===== config.mk =====
export PLATFORM = sky130hd
export DESIGN_NAME = instr_fetch_unit
export DESIGN_NICKNAME = d
export VERILOG_FILES = /design/src/rtl/instr_fetch_unit.sv
export SDC_FILE = /design/constraint.sdc
export NUM_CORES = 1
export LEC_CHECK = 0
export CAP_MARGIN = 20
export CORE_AREA = 2 2 125 127
export CTS_CLUSTER_DIAMETER = 50
export DETAILED_ROUTE_END_ITERATION = 6
export DIE_AREA = 0 0 127 129
export GPL_TIMING_DRIVEN = 0
export PLACE_DENSITY_LB_ADDON = 0.15
export SKIP_LAST_GASP = 1
export SYNTH_ARGS = -nofsm -noshare
export SYNTH_HDL_FRONTEND = slang
export SYNTH_SLANG_ARGS = --single-unit
export TNS_END_PERCENT = 30

===== constraint.sdc =====
create_clock -name clk -period 2.38 [get_ports clk]
set_input_delay 0.357 -clock clk [delete_from_list [all_inputs] [get_ports clk]]
set_output_delay 0.357 -clock clk [all_outputs]
set_load 0.03 [all_outputs]

===== src/rtl/instr_fetch_unit.sv =====
// Instruction fetch front end: owns the PC, fetches over a req/ack memory port,
// and holds one pre-split instruction for the decoder under valid/ready.
module instr_fetch_unit #(
  parameter logic [31:0] RESET_PC  = 32'h0000_0000,
  parameter logic [31:0] NOP_INSTR = 32'h0000_0013
) (
  input  logic        clk,
  input  logic        rst,
  output logic        imem_req,
  output logic [31:0] imem_addr,
  input  logic        imem_ack,
  input  logic [31:0] imem_rdata,
  input  logic        redirect_valid,
  input  logic [31:0] redirect_pc,
  output logic        instr_valid,
  input  logic        instr_ready,
  output logic [31:0] instr,
  output logic [31:0] instr_pc,
  output logic [6:0]  opcode,
  output logic [2:0]  funct3,
  output logic [6:0]  funct7,
  output logic [4:0]  rd,
  output logic [4:0]  rs1,
  output logic [4:0]  rs2
);

  typedef enum logic [1:0] {S_IDLE, S_REQ, S_DROP, S_VALID} state_t;

  localparam logic [31:0] PC_MASK = 32'hFFFF_FFFC;

  state_t      r_state;
  logic [31:0] r_pc;
  logic [31:0] r_instr;
  logic [31:0] r_instr_pc;
  logic [31:0] r_redir;
  logic [31:0] w_redir_tgt;

  assign w_redir_tgt = redirect_pc & PC_MASK;

  always_ff @(posedge clk) begin
    if (rst) begin
      r_state    <= S_IDLE;
      r_pc       <= RESET_PC & PC_MASK;
      r_instr    <= NOP_INSTR;
      r_instr_pc <= RESET_PC & PC_MASK;
      r_redir    <= RESET_PC & PC_MASK;
    end else begin
      case (r_state)
        S_IDLE: r_state <= S_REQ;
        S_REQ: begin
          if (redirect_valid && imem_ack) begin
            r_pc <= w_redir_tgt;
          end else if (redirect_valid) begin
            // The in-flight request must finish at its original address first.
            r_redir <= w_redir_tgt;
            r_state <= S_DROP;
          end else if (imem_ack) begin
            r_instr    <= imem_rdata;
            r_instr_pc <= r_pc;
            r_state    <= S_VALID;
          end
        end
        S_DROP: begin
          if (imem_ack) begin
            r_pc    <= redirect_valid ? w_redir_tgt : r_redir;
            r_state <= S_REQ;
          end else if (redirect_valid) begin
            r_redir <= w_redir_tgt;
          end
        end
        S_VALID: begin
          if (redirect_valid) begin
            r_pc    <= w_redir_tgt;
            r_state <= S_REQ;
          end else if (instr_ready) begin
            r_pc    <= r_pc + 32'd4;
            r_state <= S_REQ;
          end
        end
        default: r_state <= S_IDLE;
      endcase
    end
  end

  assign imem_req    = (r_state == S_REQ) || (r_state == S_DROP);
  assign imem_addr   = r_pc;
  assign instr_valid = (r_state == S_VALID);
  assign instr       = r_instr;
  assign instr_pc    = r_instr_pc;
  assign opcode      = r_instr[6:0];
  assign rd          = r_instr[11:7];
  assign funct3      = r_instr[14:12];
  assign rs1         = r_instr[19:15];
  assign rs2         = r_instr[24:20];
  assign funct7      = r_instr[31:25];

endmodule

==> flow_summary.toml <==
[sta]
setup_viol = 0
fin_crit_ps = 2270
hold_ws_ps = 452
report.final.slew_viol_count = 0
tns_ps = 0
finalHoldViolations = 0
rsz0062_at_grt = "true"
fin_crit_sh_pct = 95.3
tightest_slew_ps = 690
fin_worst_skew_ps = 6.23
relSlewSlack_pct = 54.0
fmax_ghz = 0.441

[global_routing]
grt_max_degree = 17
grt_use_total_pct = 23.2
antenna_found_initial = 0
grt_pass1_wl_um = 29600
grt_pass1_vias = 5493
grt_overflow = 0

[pwr]
comb_power_share_pct = 21.5
p_int_w = 0.00436
netSwitchingFraction_pct = 30.0
clockPowerShare_pct = 38.5
switching_power_w = 0.00186
power_leakage_nw = 3.12
ir_drop_v = 0.000514
p_total_w = 0.00622
seqPwrFrac_pct = 39.9
powerDensity_mw_per_mm2 = 719

[routing]
dr_total_vias = 6243
drtIter0Drc = 464
ant_nets = 0
dr.pass1.iters = 5
wirelength_um = 19300
drcViolationCount = 0
wire_per_inst_um = 16.5
viasPerCell = 5.33

[clocking]
cts_tree = "done"
clk_pin_slew_ps = 60
insertion_delay_ps = 420
cts_buffers = 17
htreeDepth = 4
cts_num_sinks = 130
clockRootBuffer = "clkbuf_16"
clockBufferDepth = 2

[setup_path]
end_kind = "register"
cp_cell_sequence = "inv_1 -> ha_2 -> nor2b_1 -> nor4_4 -> buf_4 -> nand2_1 -> buf_2 -> nor2_1 -> a211o_1"
cp.required_ps = 2740
reg2reg_slack_ps = 110
rr_endpoint = "imem_addr[20]"
startpoint = "r_state[0]"
worstPathBufferInverterCount = 3
crit_family = "simple AND/OR/NAND/NOR gates"
criticalPathCategory = "reg2reg"
arrival_ps = 2630
crit_path_end = "imem_addr[20]"
cp_max_fo = 10
path_depth = 9
worst_path_largest_cell_delay_ps = 430
cp-start-kind = "register"
r2r_cells = 9
cp_slowest_cell = "nor4_4"
rr_startpoint = "r_state[0]"

[placement]
dp_hpwl_um = 14300
numPortBuffers = 195
gp_congestion = 0.925

[synthesis]
synth_seq_area_share_pct = 44.3
avgSynthCellArea_um2 = 7.76
syn_area_mm2 = 0.00588
synth_edf_count = 0
ys_ff_latch = 130
synth_nets = 831
synth_warnings = 0
syn_inst = 757
synth-async-reset-ratio_pct = 0
synth_cell_types = 60
synth_ff_type = "dfxtp_1"

[min_path]
hold_path.class = "reg2reg"

[floorplanning]
fp.dieArea_mm2 = 0.0164
rows = 45
die_h_um = 129
initial_core_util_pct = 39.2
die_x_um = 127
pin_count = 199
core-area_mm2 = 0.0150

[cells_and_area]
diodes = 0
nFillCells = 1527
final_common_cell = "nand2_1"
mostFrequentLayoutCells = "211 x nand2_1, 195 x clkdlybuf4s50_1, 130 x dfxtp_1"
synthToLayoutAreaGrowth_pct = 47.3
fin_nets = 1044
drive_above_1_share_pct = 9.36

[flow_run]
maxCapViolCount = 0

[status]
status = "completed"
## synthesized netlist by cell type (all sizes together), types with 7 or more instances
cell type,count,area share [%]
buf,42,4.8
o21ai,28,2.4
nand2,211,13
clkbuf,45,3.0
nor4,10,1.4
inv,8,0.51
nor2,26,1.7
nand4,13,1.6
and3,7,0.75
dfxtp,130,44
nand3,19,1.6
a22o,8,1.2
a22oi,20,2.6
a21oi,104,8.9
nor3,10,0.85
## layer usage
metal,global-route usage [%],wire length (um),vias up
met1,30.5,8580,2918
met3,5.82,1470,24
li1,-,-,3035
met5,0,0,-
met2,37.4,9010,266
met4,7.76,288,0
## flip-flops by register name (all words and copies together) (netlist names)
register   cells
instr         32
imem_addr     32
r_redir       32
instr_pc      32
r_state        2
## cell families after synthesis
kind of cell             synth area share [%]
buffers and inverters                    8.30
flip-flops                               44.3
AO/OA/AOI/OAI                            21.4
multiplexers                            0.170
AND/OR/NAND/NOR                          24.6
XOR/XNOR                                0.149
adder cells (fa/ha/maj)                  1.06
## worst reg2reg max path, cell delays in order, from the launching register on
cell and delay, ps:
dfxtp_1 380, inv_1 90, ha_2 240, nor2b_1 200, nor4_4 430, buf_4 200, nand2_1 110, buf_2 220
nor2_1 200, a211o_1 130
## worst min-delay path by stage
stage,start,endpoint,slack [ps],depth (start not counted)
after floorplan,r_redir[5],r_redir[5],440,2
after global placement,instr_pc[3],instr_pc[3],440,2
after detailed placement,instr_pc[8],instr_pc[8],450,2
after CTS,instr_pc[8],instr_pc[8],450,2
after global routing,r_redir[30],r_redir[30],470,2
final,instr_pc[3],instr_pc[3],450,2
## per-stage QoR
step	cells	cell area, um^2	utilization, %	setup WS [ps]
6_report	1171	8660	57.8	112
3_5_place_dp	1140	8060	53.8	-537
3_3_place_gp	1140	8060	53.8	-482
2_1_floorplan	757	5880	-	223
4_1_cts	1174	8640	57.7	-45.3
5_1_grt	1171	8660	57.8	-23.0
## layout make-up
class | instances | area [um^2] | share of cell area [%]
inverters | 8 | 30.0 | 0.347
plain buffers | 84 | 463 | 5.35
well taps | 188 | 235 | 2.72
flip-flops and latches | 130 | 2600 | 30.1
clock inverters | 6 | 55.1 | 0.636
clock buffers | 26 | 479 | 5.54
repair buffers | 197 | 1970 | 22.7
multi-input cells | 532 | 2820 | 32.6
## power by group through the flow
stage	Sequential, W	Combinational (W)	Clock, W
after floorplan	0.00268	0.000556	0
after global placement	0.00252	0.00130	0
after detailed placement	0.00252	0.00131	0
after CTS	0.00248	0.00133	0.00244
after global routing	0.00251	0.00143	0.00255
final	0.00248	0.00134	0.00240
## repair_timing
action                     CTS  global route
resized for setup            6            18
pin swaps                    1             1
setup endpoints to repair   30            75
hold buffers                 0             0
buffers inserted             2             0
cloned                       0             0
Power figures use the tool's default switching activity.
